$ cat src/rtl/vdp_pkg.sv
// Shared types and constants for the Z80-side VDP I/O bus master.
// Holds the command opcodes, the port addresses and the FSM state encodings.
package vdp_pkg;

    typedef enum logic [2:0] {
        OP_WR_DATA  = 3'd0,
        OP_WR_CTRL  = 3'd1,
        OP_RD_DATA  = 3'd2,
        OP_RD_STAT  = 3'd3,
        OP_SET_ADDR = 3'd4,
        OP_SET_REG  = 3'd5,
        OP_RSVD6    = 3'd6,
        OP_RSVD7    = 3'd7
    } vdp_op_t;

    localparam logic [7:0] VDP_DATA_PORT      = 8'hBE;
    localparam logic [7:0] VDP_CTRL_PORT      = 8'hBF;
    localparam logic [7:0] VDP_REG_WRITE_CODE = 8'h80;

    typedef enum logic [2:0] {
        BUS_IDLE,
        BUS_SETUP,
        BUS_STROBE,
        BUS_HOLD,
        BUS_RECOVER
    } bus_state_t;

    typedef enum logic [2:0] {
        SEQ_IDLE,
        SEQ_FIRST,
        SEQ_SECOND,
        SEQ_NOP,
        SEQ_NOP_DONE
    } seq_state_t;

    function automatic logic is_two_byte(input vdp_op_t op);
        return (op == OP_SET_ADDR) || (op == OP_SET_REG);
    endfunction

endpackage

$ cat src/rtl/vdp_io_cycle.sv
// Single-byte Z80 I/O cycle engine: SETUP / STROBE / HOLD / RECOVER with
// per-phase cycle counters and an optional stall on VDP BUSY for data-port bytes.
module vdp_io_cycle
    import vdp_pkg::*;
#(
    parameter logic [7:0]  DATA_PORT     = VDP_DATA_PORT,
    parameter int unsigned STROBE_CYC    = 1,
    parameter int unsigned HOLD_CYC      = 2,
    parameter int unsigned RECOVER_CYC   = 1,
    parameter bit          STALL_ON_BUSY = 1'b1
) (
    input  logic       clk,
    input  logic       rst,
    input  logic       byte_start,
    input  logic       byte_is_read,
    input  logic [7:0] byte_addr,
    input  logic [7:0] byte_wdata,
    output logic       byte_idle,
    output logic       byte_done,
    input  logic       vdp_busy,
    output logic       rsp_valid,
    output logic [7:0] rsp_data,
    output logic [7:0] io_addr,
    output logic [7:0] io_wdata,
    input  logic [7:0] io_rdata,
    output logic       iorq_l,
    output logic       rd_l,
    output logic       wr_l
);

    localparam logic [7:0] STROBE_LAST  = 8'(STROBE_CYC - 1);
    localparam logic [7:0] HOLD_LAST    = 8'(HOLD_CYC - 1);
    localparam logic [7:0] RECOVER_LAST = 8'(RECOVER_CYC - 1);

    bus_state_t state, state_n;
    logic [7:0] cnt;
    logic       is_read;
    logic       load;

    always_comb begin
        state_n   = state;
        byte_done = 1'b0;
        rsp_valid = 1'b0;
        load      = 1'b0;
        case (state)
            BUS_IDLE: begin
                if (byte_start) begin
                    state_n = BUS_SETUP;
                    load    = 1'b1;
                end
            end
            BUS_SETUP: begin
                if (!(STALL_ON_BUSY && io_addr == DATA_PORT && vdp_busy))
                    state_n = BUS_STROBE;
            end
            BUS_STROBE: begin
                if (cnt == STROBE_LAST)
                    state_n = (HOLD_CYC == 0) ? BUS_RECOVER : BUS_HOLD;
            end
            BUS_HOLD: begin
                if (cnt == HOLD_LAST)
                    state_n = BUS_RECOVER;
            end
            BUS_RECOVER: begin
                rsp_valid = is_read && (cnt == '0);
                if (cnt == RECOVER_LAST) begin
                    byte_done = 1'b1;
                    // A follow-on byte goes straight back to SETUP without an IDLE cycle
                    if (byte_start) begin
                        state_n = BUS_SETUP;
                        load    = 1'b1;
                    end else begin
                        state_n = BUS_IDLE;
                    end
                end
            end
            default: state_n = BUS_IDLE;
        endcase
    end

    assign byte_idle = (state == BUS_IDLE);

    always_ff @(posedge clk) begin
        if (rst) begin
            state    <= BUS_IDLE;
            cnt      <= '0;
            is_read  <= 1'b0;
            io_addr  <= '0;
            io_wdata <= '0;
            rsp_data <= '0;
            iorq_l   <= 1'b1;
            rd_l     <= 1'b1;
            wr_l     <= 1'b1;
        end else begin
            state <= state_n;
            cnt   <= (state_n != state) ? '0 : cnt + 8'd1;
            if (load) begin
                io_addr  <= byte_addr;
                io_wdata <= byte_wdata;
                is_read  <= byte_is_read;
            end
            if (is_read && state != BUS_RECOVER && state_n == BUS_RECOVER)
                rsp_data <= io_rdata;
            iorq_l <= (state_n != BUS_STROBE);
            rd_l   <= !(state_n == BUS_STROBE && is_read);
            wr_l   <= !(state_n == BUS_STROBE && !is_read);
        end
    end

endmodule

$ cat src/rtl/vdp_bus_master.sv
// VDP command front end: registers a command, splits it into one or two
// byte cycles on the data/control ports and reports completion.
module vdp_bus_master
    import vdp_pkg::*;
#(
    parameter logic [7:0]  DATA_PORT     = VDP_DATA_PORT,
    parameter logic [7:0]  CTRL_PORT     = VDP_CTRL_PORT,
    parameter int unsigned STROBE_CYC    = 1,
    parameter int unsigned HOLD_CYC      = 2,
    parameter int unsigned RECOVER_CYC   = 1,
    parameter bit          STALL_ON_BUSY = 1'b1
) (
    input  logic        clk,
    input  logic        rst,
    input  logic        cmd_valid,
    output logic        cmd_ready,
    input  vdp_op_t     cmd_op,
    input  logic [7:0]  cmd_data,
    input  logic [15:0] cmd_arg,
    output logic        rsp_valid,
    output logic [7:0]  rsp_data,
    output logic        done,
    input  logic        vdp_busy,
    output logic [7:0]  io_addr,
    output logic [7:0]  io_wdata,
    input  logic [7:0]  io_rdata,
    output logic        IORQ_L,
    output logic        RD_L,
    output logic        WR_L
);

    seq_state_t  seq, seq_n;
    vdp_op_t     op_q;
    logic [7:0]  data_q;
    logic [15:0] arg_q;
    logic        accept;
    logic        byte_start, byte_is_read, byte_idle, byte_done;
    logic [7:0]  byte_addr, byte_wdata;

    assign cmd_ready = (seq == SEQ_IDLE) && !rst;
    assign accept    = cmd_valid && cmd_ready;

    always_comb begin
        seq_n      = seq;
        byte_start = 1'b0;
        done       = 1'b0;
        case (seq)
            SEQ_IDLE: begin
                if (accept)
                    seq_n = (cmd_op == OP_RSVD6 || cmd_op == OP_RSVD7) ? SEQ_NOP : SEQ_FIRST;
            end
            SEQ_FIRST: begin
                if (byte_idle)
                    byte_start = 1'b1;
                if (byte_done) begin
                    if (is_two_byte(op_q)) begin
                        byte_start = 1'b1;
                        seq_n      = SEQ_SECOND;
                    end else begin
                        done  = 1'b1;
                        seq_n = SEQ_IDLE;
                    end
                end
            end
            SEQ_SECOND: begin
                if (byte_done) begin
                    done  = 1'b1;
                    seq_n = SEQ_IDLE;
                end
            end
            SEQ_NOP:      seq_n = SEQ_NOP_DONE;
            SEQ_NOP_DONE: begin
                done  = 1'b1;
                seq_n = SEQ_IDLE;
            end
            default: seq_n = SEQ_IDLE;
        endcase
    end

    // byte_start coincides with byte_done only when launching the second byte
    always_comb begin
        byte_addr    = CTRL_PORT;
        byte_wdata   = data_q;
        byte_is_read = 1'b0;
        case (op_q)
            OP_WR_DATA:  byte_addr = DATA_PORT;
            OP_RD_DATA: begin
                byte_addr    = DATA_PORT;
                byte_is_read = 1'b1;
            end
            OP_RD_STAT:  byte_is_read = 1'b1;
            OP_SET_ADDR: byte_wdata = byte_done ? arg_q[15:8] : arg_q[7:0];
            OP_SET_REG:  if (byte_done) byte_wdata = VDP_REG_WRITE_CODE | {4'b0, arg_q[3:0]};
            default: ;
        endcase
    end

    always_ff @(posedge clk) begin
        if (rst) begin
            seq    <= SEQ_IDLE;
            op_q   <= OP_WR_DATA;
            data_q <= '0;
            arg_q  <= '0;
        end else begin
            seq <= seq_n;
            if (accept) begin
                op_q   <= cmd_op;
                data_q <= cmd_data;
                arg_q  <= cmd_arg;
            end
        end
    end

    vdp_io_cycle #(
        .DATA_PORT    (DATA_PORT),
        .STROBE_CYC   (STROBE_CYC),
        .HOLD_CYC     (HOLD_CYC),
        .RECOVER_CYC  (RECOVER_CYC),
        .STALL_ON_BUSY(STALL_ON_BUSY)
    ) u_cycle (
        .clk         (clk),
        .rst         (rst),
        .byte_start  (byte_start),
        .byte_is_read(byte_is_read),
        .byte_addr   (byte_addr),
        .byte_wdata  (byte_wdata),
        .byte_idle   (byte_idle),
        .byte_done   (byte_done),
        .vdp_busy    (vdp_busy),
        .rsp_valid   (rsp_valid),
        .rsp_data    (rsp_data),
        .io_addr     (io_addr),
        .io_wdata    (io_wdata),
        .io_rdata    (io_rdata),
        .iorq_l      (IORQ_L),
        .rd_l        (RD_L),
        .wr_l        (WR_L)
    );

endmodule

$ cat config.mk
export PLATFORM = sky130hd
export DESIGN_NAME = vdp_bus_master
export DESIGN_NICKNAME = d
export VERILOG_FILES = /design/src/rtl/vdp_pkg.sv /design/src/rtl/vdp_io_cycle.sv /design/src/rtl/vdp_bus_master.sv
export SDC_FILE = /design/constraint.sdc
export NUM_CORES = 1
export LEC_CHECK = 0
export CAP_MARGIN = 20
export CORE_UTILIZATION = 45
export CTS_CLUSTER_SIZE = 30
export DETAILED_ROUTE_END_ITERATION = 10
export PLACE_DENSITY = 0.88
export SYNTH_ARGS = -nofsm -noshare
export SYNTH_HDL_FRONTEND = slang
export SYNTH_SLANG_ARGS = --single-unit
$ cat constraint.sdc
create_clock -name clk -period 2.1 [get_ports clk]
set_input_delay 0.525 -clock clk [delete_from_list [all_inputs] [get_ports clk]]
set_output_delay 0.525 -clock clk [all_outputs]
set_load 0.02 [all_outputs]
==> flow_summary.ini, run 1 <==
[finish]
layout.filler_cells = 477
final_core_util_pct = 67.16
syn2layout_area_growth_pct = 40.76
fin_area_sq_mm = 0.004070
sequential_cell_area_sq_mm = 0.001264
antenna-diode-count = 0
design.final.nets = 466
area_of_combinational_cells_with_multiple_inputs_sq_mm = 0.001558
post_route_cells_drive_above_1_share_pct = 20.75
mostFrequentLayoutCell = sky130_fd_sc_hd__nand2_1
mostFrequentLayoutCells = sky130_fd_sc_hd__nand2_1 (65), sky130_fd_sc_hd__clkdlybuf4s50_1 (64), sky130_fd_sc_hd__dfxtp_1 (61)

[sta]
worst-slew-pin-transition_ns = 0.6671
final_hold_violation_count = 0
final-max-slew-violation-count = 0
relative_max_transition_margin_pct = 55.36
layout_setup_ws_ns = -0.06342
clk_skew_ns = 0.006356
grt_setup_unrepaired = true
fin_crit_ns = 2.163
timing.final.crit_share_pct = 103.0
post_route_worst_hold_slack_ns = 0.4657
timing.final.setup_violations = 2
max_freq_mhz = 462.2

[clock_network]
ctsHoldBuffers = 0
numCtsBuffers = 9
worst_skew_late_latency_ns = 0.34
clock_root_buffer = sky130_fd_sc_hd__clkbuf_8
clock-sinks = 63
h-tree-depth = 3
tritoncts = done
clockBufferDepth = 2
cts.clk_slew.worst_paths_ns = 0.07

[hold_path]
hp-class = reg -> reg

[status]
failed_checks = negative setup slack
run_status = finished with violations

[floorplanning]
die_area_sq_mm = 0.006750
die_x_microns = 82.16
effective_utilization_at_floorplan_pct = 47.71
num_rows = 28
fp.coreArea_sq_mm = 0.006061
boundaryPins = 69
die_h_microns = 82.16

[routing]
route.final.wire_length_microns = 7350
antenna_violating_nets_post_route = 0
route.vias.total = 2678
via_per_inst = 5.313
drt_iter0_markers = 176
drt_pre_antenna_iters = 4
drc_errors = 0
routedWlPerCell_microns = 14.58

[flow_run]
cap_violations = 0

[power_and_ir_drop]
pwrdens_mw_per_mm2 = 719.6
vdd_ir_drop_max_mv = 0.5476
power_leakage_nw = 1.726

[logic_synthesis]
yosysWarnings = 0
synth.top_cells.by_area = sky130_fd_sc_hd__dfxtp_1 (44%), sky130_fd_sc_hd__nand2_1 (8.4%), sky130_fd_sc_hd__nand3b_1 (7.0%), sky130_fd_sc_hd__nor2_1 (5.1%), sky130_fd_sc_hd__mux2i_1 (3.5%)
synth_seq_cells = 63
post_synthesis_net_count = 376
synth_seq_area_share_pct = 43.62
synthCells = 334
synthDominantCellAreaShare_pct = 43.62
async_reset_ff_share_pct = 0
yosys.cell_types.count = 56
synth_enable_flop_cells = 0
netlist_area_sq_mm = 0.002892
yosys.area.top_type = sky130_fd_sc_hd__dfxtp_1
synth.avg_cell_area_sq_um = 8.657
synth_flop_cell = sky130_fd_sc_hd__dfxtp_1

[worst_setup_path]
worstPathArrival_ns = 1.64
cp_class = reg -> out
critPathSlowestCell = sky130_fd_sc_hd__dfxtp_2
path_max_fanout = 3
critPathMaxStageDelay_ns = 0.32
critical_path.startpoint_type = flip-flop
crit_chain = inv_2 -> ha_4 -> nor3b_4 -> nand3_2 -> o31ai_2 -> buf_4
end_kind = primary output
required_ns = 1.57

[place]
last_weighted_congestion_value_of_the_routability_driven_placer = 0.8770
detailed_place.area_sq_mm = 0.003747
post-dp-hpwl_microns = 4762
place_ws_ns = -0.3624
place.port_buffers = 67

[grt]
antenna_found_initial = 0
via_count_of_the_first_global_routing_pass = 2636
wire_length_of_the_first_global_routing_pass_microns = 11690
globalRouteTotalUtil_pct = 22.96
aggregate_global_routing_overflow = 0
grt_max_degree = 55
==> where the power goes <==
| part | total (mW) | internal, mW | switching (mW) | leakage, nW |
|---|---|---|---|---|
| sequential | 1.36 | 1.29 | 0.0735 | 0.515 |
| clock | 0.866 | 0.418 | 0.448 | 0.0866 |
| combinational | 0.699 | 0.356 | 0.343 | 1.12 |
| total | 2.93 | 2.06 | 0.865 | 1.73 |
==> cells in the mapped netlist (5+ instances only) <==
master and number:
sky130_fd_sc_hd__nor3b_1 7, sky130_fd_sc_hd__buf_2 6, sky130_fd_sc_hd__nor3_1 6, sky130_fd_sc_hd__nand3_1 5, sky130_fd_sc_hd__nor2_1 39, sky130_fd_sc_hd__buf_4 8, sky130_fd_sc_hd__a31oi_1 8, sky130_fd_sc_hd__nand2_1 65
sky130_fd_sc_hd__dfxtp_1 63, sky130_fd_sc_hd__nand3b_1 27, sky130_fd_sc_hd__inv_1 9, sky130_fd_sc_hd__clkbuf_1 11, sky130_fd_sc_hd__mux2i_1 10
==> state kept, by name (all words and copies together), names as in the netlist, 2 cells and up <==
name              cells
op_q                  3
arg_q                16
u_cycle.cnt           8
u_cycle.rsp_data      8
u_cycle.state         3
seq                   3
data_q                8
u_cycle.io_wdata      8
u_cycle.io_addr       2
==> critical path, delay by kind of cell (launching register included) <==
family | cells | cell delay (ns)
adders and majority gates | 1 | 0.13
and+or+nand+nor | 2 | 0.36
buffers and inverters | 2 | 0.26
DFF | 1 | 0.32
AOI/OAI and AO/OA | 1 | 0.22
==> metrics by stage <==
step,setup TNS (ns),instances,total power [mW]
global route,-0.3037,504,3.076
detailed placement,-1.535,478,1.995
global placement,-0.8275,478,1.969
CTS,-0.05747,496,2.896
finish,-0.07499,504,2.929
floorplan,0,334,1.732
==> repair_timing <==
| item | in CTS | in global routing |
|---|---|---|
| setup endpoints to repair | 11 | 22 |
| cloned | 0 | 1 |
| resized for setup | 22 | 13 |
| pin swaps | 2 | 6 |
| buffers inserted | 2 | 7 |
==> metal layers <==
metal / global-route usage, % / part of all wire, %
met1: 27.55 / 41
met4: 10.53 / 1.7
met2: 37.69 / 50
met5: 0 / 0
met3: 6.813 / 6.7
==> logic make-up after synthesis <==
| kind of cell | synth area share (%) |
|---|---|
| xor gates and xnor gates | 2.120 |
| other | 0.1297 |
| buffers and inverters | 6.101 |
| DFF | 43.62 |
| AOI/OAI and AO/OA | 10.26 |
| and+or+nand+nor | 31.85 |
| muxes | 4.630 |
| adders and majority gates | 1.298 |
==> path summary, 6_finish.rpt <==
| path | endpoint | cells after the start | slack, ns | start |
|---|---|---|---|---|
| worst max-delay path | done | 6 | -0.06 | u_cycle.cnt[1]$_SDFF_PP0_ |
| worst min-delay path | u_cycle.rd_l$_SDFF_PP1_ | 1 | 0.47 | u_cycle.is_read$_SDFFE_PP0P_ |
| worst max register to register | u_cycle.io_wdata[7]$_SDFFE_PP0P_ | 10 | -0.01 | u_cycle.cnt[1]$_SDFF_PP0_ |
| worst min register to register | u_cycle.rd_l$_SDFF_PP1_ | 1 | 0.47 | u_cycle.is_read$_SDFFE_PP0P_ |
==> cell type report <==
class / count / area share (%)
Timing Repair Buffer: 104 / 23.70
Clock inverter: 5 / 0.6148
Inverter: 9 / 0.8300
Clock buffer: 11 / 3.228
Sequential cell: 63 / 31.05
Tap cell: 75 / 2.306
Multi-Input combinational cell: 237 / 38.27
(Power assumes the default switching activity.)
==> inputs of run 2 (changes only) <==
--- a/config.mk
+++ b/config.mk
@@ -6,10 +6,11 @@
 export NUM_CORES = 1
 export LEC_CHECK = 0
 export CAP_MARGIN = 20
-export CORE_UTILIZATION = 45
+export CORE_UTILIZATION = 50
 export CTS_CLUSTER_SIZE = 30
 export DETAILED_ROUTE_END_ITERATION = 10
-export PLACE_DENSITY = 0.88
+export MAX_ROUTING_LAYER = met4
+export PLACE_DENSITY = 0.92
 export SYNTH_ARGS = -nofsm -noshare
 export SYNTH_HDL_FRONTEND = slang
 export SYNTH_SLANG_ARGS = --single-unit
==> constraint.sdc (replaced) <==
create_clock -name clk -period 2.7 [get_ports clk]
set_input_delay 0.675 -clock clk [delete_from_list [all_inputs] [get_ports clk]]
set_output_delay 0.675 -clock clk [all_outputs]
set_load 0.02 [all_outputs]
==> run 2 against run 1 <==
Net effect:
- the flow now finishes without violations
- global-route usage rose by 2.0 points
- largest power group unchanged
- sequential share of layout area grew 1.8 points
- critical path type unchanged
- cell area fell by 5.5%
==> flow_summary.ini, run 2 (same netlist as run 1, synthesis figures left out) <==
[power_and_ir_drop]
total_power_mw = 2.498
internal_power_mw = 1.830
power_switching_mw = 0.6683
p_comb_share_pct = 17.4
share_clk_of_total_power_pct = 40.1
switching_share_pct = 26.75
power_leakage_nw = 1.604
pwrdens_mw_per_mm2 = 649.8
fraction_of_power_consumed_by_sequential_logic_pct = 42.6
vdd_ir_drop_max_mv = 0.3643

[finish]
syn2layout_area_growth_pct = 32.97
design.final.nets = 440
regMostFlops = arg_q
antenna-diode-count = 0
number_of_flip_flops_in_the_largest_register = 16
post_layout_nonfiller_instances = 475
final_core_util_pct = 69.40
post_route_cells_drive_above_1_share_pct = 11.66
mostFrequentLayoutCells = sky130_fd_sc_hd__nand2_1 (65), sky130_fd_sc_hd__clkdlybuf4s50_1 (64), sky130_fd_sc_hd__dfxtp_1 (63)
mostFrequentLayoutCell = sky130_fd_sc_hd__nand2_1

[sta]
grt_setup_unrepaired = false
final_hold_violation_count = 0
fin_crit_ns = 2.539
clk_skew_ns = 0.006247
finalSetupTns_ns = 0
max_freq_mhz = 393.9
timing.final.crit_share_pct = 94.03
layout_setup_ws_ns = 0.1612
relative_max_transition_margin_pct = 63.04
final-max-slew-violation-count = 0
timing.final.setup_violations = 0
worst-slew-pin-transition_ns = 0.5467

[grt]
via_count_of_the_first_global_routing_pass = 2511
antenna_found_initial = 0
grt_max_degree = 55
aggregate_global_routing_overflow = 0
wire_length_of_the_first_global_routing_pass_microns = 11530
globalRouteTotalUtil_pct = 25.00

[worst_setup_path]
cp_num_buf_inv = 3
end_kind = primary output
crit_chain = inv_1 -> ha_1 -> nor3b_2 -> nand3_2 -> buf_4 -> nor2_1 -> dlygate4sd2_1
critical_path.startpoint_type = flip-flop
crit_path_leading_delay_family = buffers and inverters
required_ns = 2.03
worstPathArrival_ns = 1.86
critPathMaxStageDelay_ns = 0.37
critPathSlowestCell = sky130_fd_sc_hd__dfxtp_1
path_max_fanout = 8
cp_class = reg -> out

[floorplanning]
die_x_microns = 78.05
boundaryPins = 69
effective_utilization_at_floorplan_pct = 52.19
die_area_sq_mm = 0.006091
fp.coreArea_sq_mm = 0.005540
die_h_microns = 78.05
num_rows = 27

[clock_network]
ctsHoldBuffers = 0
worst_skew_late_latency_ns = 0.35
tritoncts = done
postCtsSetupBuffers = 0
cts.clk_slew.worst_paths_ns = 0.07
clock-sinks = 63
numCtsBuffers = 9
clockBufferDepth = 2
h-tree-depth = 3
clock_root_buffer = sky130_fd_sc_hd__clkbuf_8

[place]
post-dp-hpwl_microns = 4525
last_weighted_congestion_value_of_the_routability_driven_placer = 0.8207
place_ws_ns = -0.0007920
place.port_buffers = 67
dpl.cell_count = 459

[routing]
routedWlPerCell_microns = 14.52
route.vias.total = 2556
antenna_violating_nets_post_route = 0
drc_errors = 0
via_per_inst = 5.381
drt_pre_antenna_iters = 4
drt_iter0_markers = 70
route.final.wire_length_microns = 6899

[hold_path]
hp-class = reg -> reg

[flow_run]
cap_violations = 0

[status]
run_status = completed
-- run 2: path summary, 6_finish.rpt --
path	startpoint	to	slack, ns	depth (start not counted)
max	u_cycle.cnt[0]$_SDFF_PP0_	rsp_valid	0.16	7
min	u_cycle.io_wdata[7]$_SDFFE_PP0P_	u_cycle.io_wdata[7]$_SDFFE_PP0P_	0.46	2
max reg2reg	u_cycle.cnt[0]$_SDFF_PP0_	u_cycle.cnt[3]$_SDFF_PP0_	0.53	8
min reg2reg	u_cycle.io_wdata[7]$_SDFFE_PP0P_	u_cycle.io_wdata[7]$_SDFFE_PP0P_	0.46	2
-- run 2: per-stage QoR --
stage / hold WS (ns) / cell area [sq um]
2_1_floorplan: 0.3948 / 2892
3_3_place_gp: 0.4228 / 3600
3_5_place_dp: 0.4454 / 3600
4_1_cts: 0.4648 / 3845
5_1_grt: 0.4894 / 3845
6_report: 0.4614 / 3845
-- run 2: layout make-up --
cell class	count	area (sq um)
Sequential cell	63	1261
Fill cell	431	1695
Timing Repair Buffer	79	757.0
Inverter	9	33.78
Multi-Input combinational cell	236	1459
Tap cell	72	90.09
Clock inverter	7	120.1
Clock buffer	9	123.9
-- run 2: worst min-delay path, cell delays in order, from the launching register on --
cell                      delay [ns]
sky130_fd_sc_hd__dfxtp_1        0.31
sky130_fd_sc_hd__nand2_1        0.06
sky130_fd_sc_hd__a21oi_2        0.05
-- run 2: repair_timing --
item / 4_1_cts / 5_1_grt
gates resized for setup: 4 / 0
setup endpoints to repair: 3 / 0
endpoints found under the hold margin: 0 / 0
-- run 2: metal layers --
metal	track usage (%)	wire, microns	up-vias
met1	28.51	2897	1216
met4	13.89	106	0
li1	-	-	1267
met3	3.953	255	10
met2	41.93	3640	63
met5	-	0	-
-- run 2: power groups by stage --
stage	clock network, mW	registers (mW)	logic (mW)
final	1.00	1.06	0.434
after global routing	1.06	1.07	0.476
after CTS	1.01	1.06	0.434
after detailed placement	0	1.08	0.427
after global placement	0	1.08	0.416
after floorplan	0	1.08	0.266
==> inputs of run 3 (changes only) <==
--- a/config.mk
+++ b/config.mk
@@ -9,8 +9,9 @@
 export CORE_UTILIZATION = 50
 export CTS_CLUSTER_SIZE = 30
 export DETAILED_ROUTE_END_ITERATION = 10
+export DONT_BUFFER_PORTS = 1
 export MAX_ROUTING_LAYER = met4
-export PLACE_DENSITY = 0.92
+export PLACE_DENSITY = 0.77
 export SYNTH_ARGS = -nofsm -noshare
 export SYNTH_HDL_FRONTEND = slang
 export SYNTH_SLANG_ARGS = --single-unit
==> run 3 against run 2 <==
Net effect:
- non-clock buffer count decreased by 70
- sequential share of layout area increased by 7.5 points
- count of clock-buffer cells in the layout increased by 4
- critical path depth decreased by 1
- core utilization decreased by 13 points
- worst setup slack improved by 0.073 ns
==> flow_summary.ini, run 3 (same netlist as run 1, synthesis figures left out) <==
[sta]
final-max-slew-violation-count = 0
worst-slew-pin-transition_ns = 0.8569
relative_max_transition_margin_pct = 42.73
timing.final.crit_share_pct = 91.33
finalSetupTns_ns = 0
clk_skew_ns = 0.005393
timing.final.setup_violations = 0
max_freq_mhz = 405.5
fin_crit_ns = 2.466
grt_setup_unrepaired = false
final_hold_violation_count = 0

[grt]
grt_max_degree = 56
globalRouteTotalUtil_pct = 21.30
wire_length_of_the_first_global_routing_pass_microns = 9722
antenna_found_initial = 0
via_count_of_the_first_global_routing_pass = 2118
aggregate_global_routing_overflow = 0

[finish]
regMostFlops = arg_q
fin_area_sq_mm = 0.003131
syn2layout_area_growth_pct = 8.265
antenna-diode-count = 0
mostFrequentLayoutCells = sky130_fd_sc_hd__nand2_1 (65), sky130_fd_sc_hd__dfxtp_1 (63), sky130_fd_sc_hd__nor2_1 (39)
design.final.nets = 370
final_core_util_pct = 56.50
number_of_flip_flops_in_the_largest_register = 16
post_route_cells_drive_above_1_share_pct = 12.31
mostFrequentLayoutCell = sky130_fd_sc_hd__nand2_1

[clock_network]
worst_skew_late_latency_ns = 0.34
cts_repair_resize_count = 0
tritoncts = done
cts.clk_slew.worst_paths_ns = 0.07
numCtsBuffers = 9
h-tree-depth = 3
clock_root_buffer = sky130_fd_sc_hd__clkbuf_8
clock-sinks = 63
clockBufferDepth = 2

[worst_setup_path]
crit_path_leading_delay_family = simple AND/OR/NAND/NOR gates
critPathSlowestCell = sky130_fd_sc_hd__dfxtp_1
required_ns = 2.03
critical_path.startpoint_type = flip-flop
cp_class = reg -> out
end_kind = primary output
worstPathArrival_ns = 1.79
reg2reg_setup_slack_ns = 0.56
path_max_fanout = 6
crit_chain = inv_1 -> ha_1 -> nor3b_1 -> nand3_2 -> o31ai_1 -> buf_4
cp_num_buf_inv = 2
critPathMaxStageDelay_ns = 0.36

[power_and_ir_drop]
power_switching_mw = 0.5828
power_leakage_nw = 1.316
vdd_ir_drop_max_mv = 0.4563
fraction_of_power_consumed_by_sequential_logic_pct = 47.8
total_power_mw = 2.274
internal_power_mw = 1.691
p_comb_share_pct = 12.5
share_clk_of_total_power_pct = 39.7
switching_share_pct = 25.63
pwrdens_mw_per_mm2 = 726.4

[place]
last_weighted_congestion_value_of_the_routability_driven_placer = 0.8876
detailed_place.area_sq_mm = 0.002899
post-dp-hpwl_microns = 4002
place.port_buffers = 0

[flow_run]
cap_violations = 0

[status]
run_status = completed

[routing]
route.vias.total = 2202
routedWlPerCell_microns = 14.34
drc_errors = 0
via_per_inst = 5.437
route.final.wire_length_microns = 5808
antenna_violating_nets_post_route = 0
drt_iter0_markers = 131
drt_pre_antenna_iters = 4

[floorplanning]
boundaryPins = 69
effective_utilization_at_floorplan_pct = 52.19
num_rows = 27
die_x_microns = 78.05
die_h_microns = 78.05
fp.coreArea_sq_mm = 0.005540
die_area_sq_mm = 0.006091

[hold_path]
hp-class = in -> reg
[run 3: changes by cell type in the layout (fill, tap and decap cells not counted), sizes merged]
cell	delta
clkdlybuf4s50	-64
clkbuf	+4
buf	-3
dlygate4sd2	-3
bufinv	-1
clkinv	-1
clkinvlp	-1
inv	-1
[run 3: final timing paths]
kind | from | endpoint | cells after the start
max | u_cycle.cnt[0]$_SDFF_PP0_ | done | 6
min | rst | u_cycle.rsp_data[7]$_SDFFE_PP0P_ | 1
max reg2reg | u_cycle.cnt[0]$_SDFF_PP0_ | u_cycle.io_wdata[6]$_SDFFE_PP0P_ | 8
min reg2reg | u_cycle.is_read$_SDFFE_PP0P_ | u_cycle.rd_l$_SDFF_PP1_ | 1
[run 3: per-layer routing]
metal / track usage, % / up-vias / part of all wire [%]
li1: - / 1123 / -
met1: 26.57 / 998 / 47
met2: 31.84 / 74 / 45
met3: 7.674 / 7 / 6.8
met4: 7.407 / 0 / 0.95
met5: - / - / 0
[run 3: area by class of cell]
cell class                 instances  area, sq um
tap                               72        90.09
fill                             501         2410
clock buffer                      13        158.9
clock inverter                     3        65.06
sequential                        63         1261
timing repair buffer               9        67.56
inverter                           9        33.78
multi-input combinational        236         1454
[run 3: per-stage QoR]
step | setup WS (ns) | hold slack (ns) | cells
3_3_place_gp | 0.5652 | 0.4365 | 388
6_report | 0.2340 | 0.4023 | 405
2_1_floorplan | 0.2821 | 0.3948 | 334
4_1_cts | 0.1675 | 0.3811 | 404
3_5_place_dp | 0.5371 | 0.4423 | 388
5_1_grt | 0.02888 | 0.3695 | 405
[run 3: repair_timing]
item                       CTS  global route
setup endpoints to repair    0             1
setup buffers                0             1
hold buffers                 0             0
[run 3: power groups by stage]
stage          Sequential (mW)  Combinational, mW  Clock (mW)
2_1_floorplan             1.08              0.266           0
3_3_place_gp              1.10              0.275           0
3_5_place_dp              1.11              0.282           0
4_1_cts                   1.09              0.284       0.928
5_1_grt                   1.10              0.324       0.979
6_report                  1.09              0.284       0.903
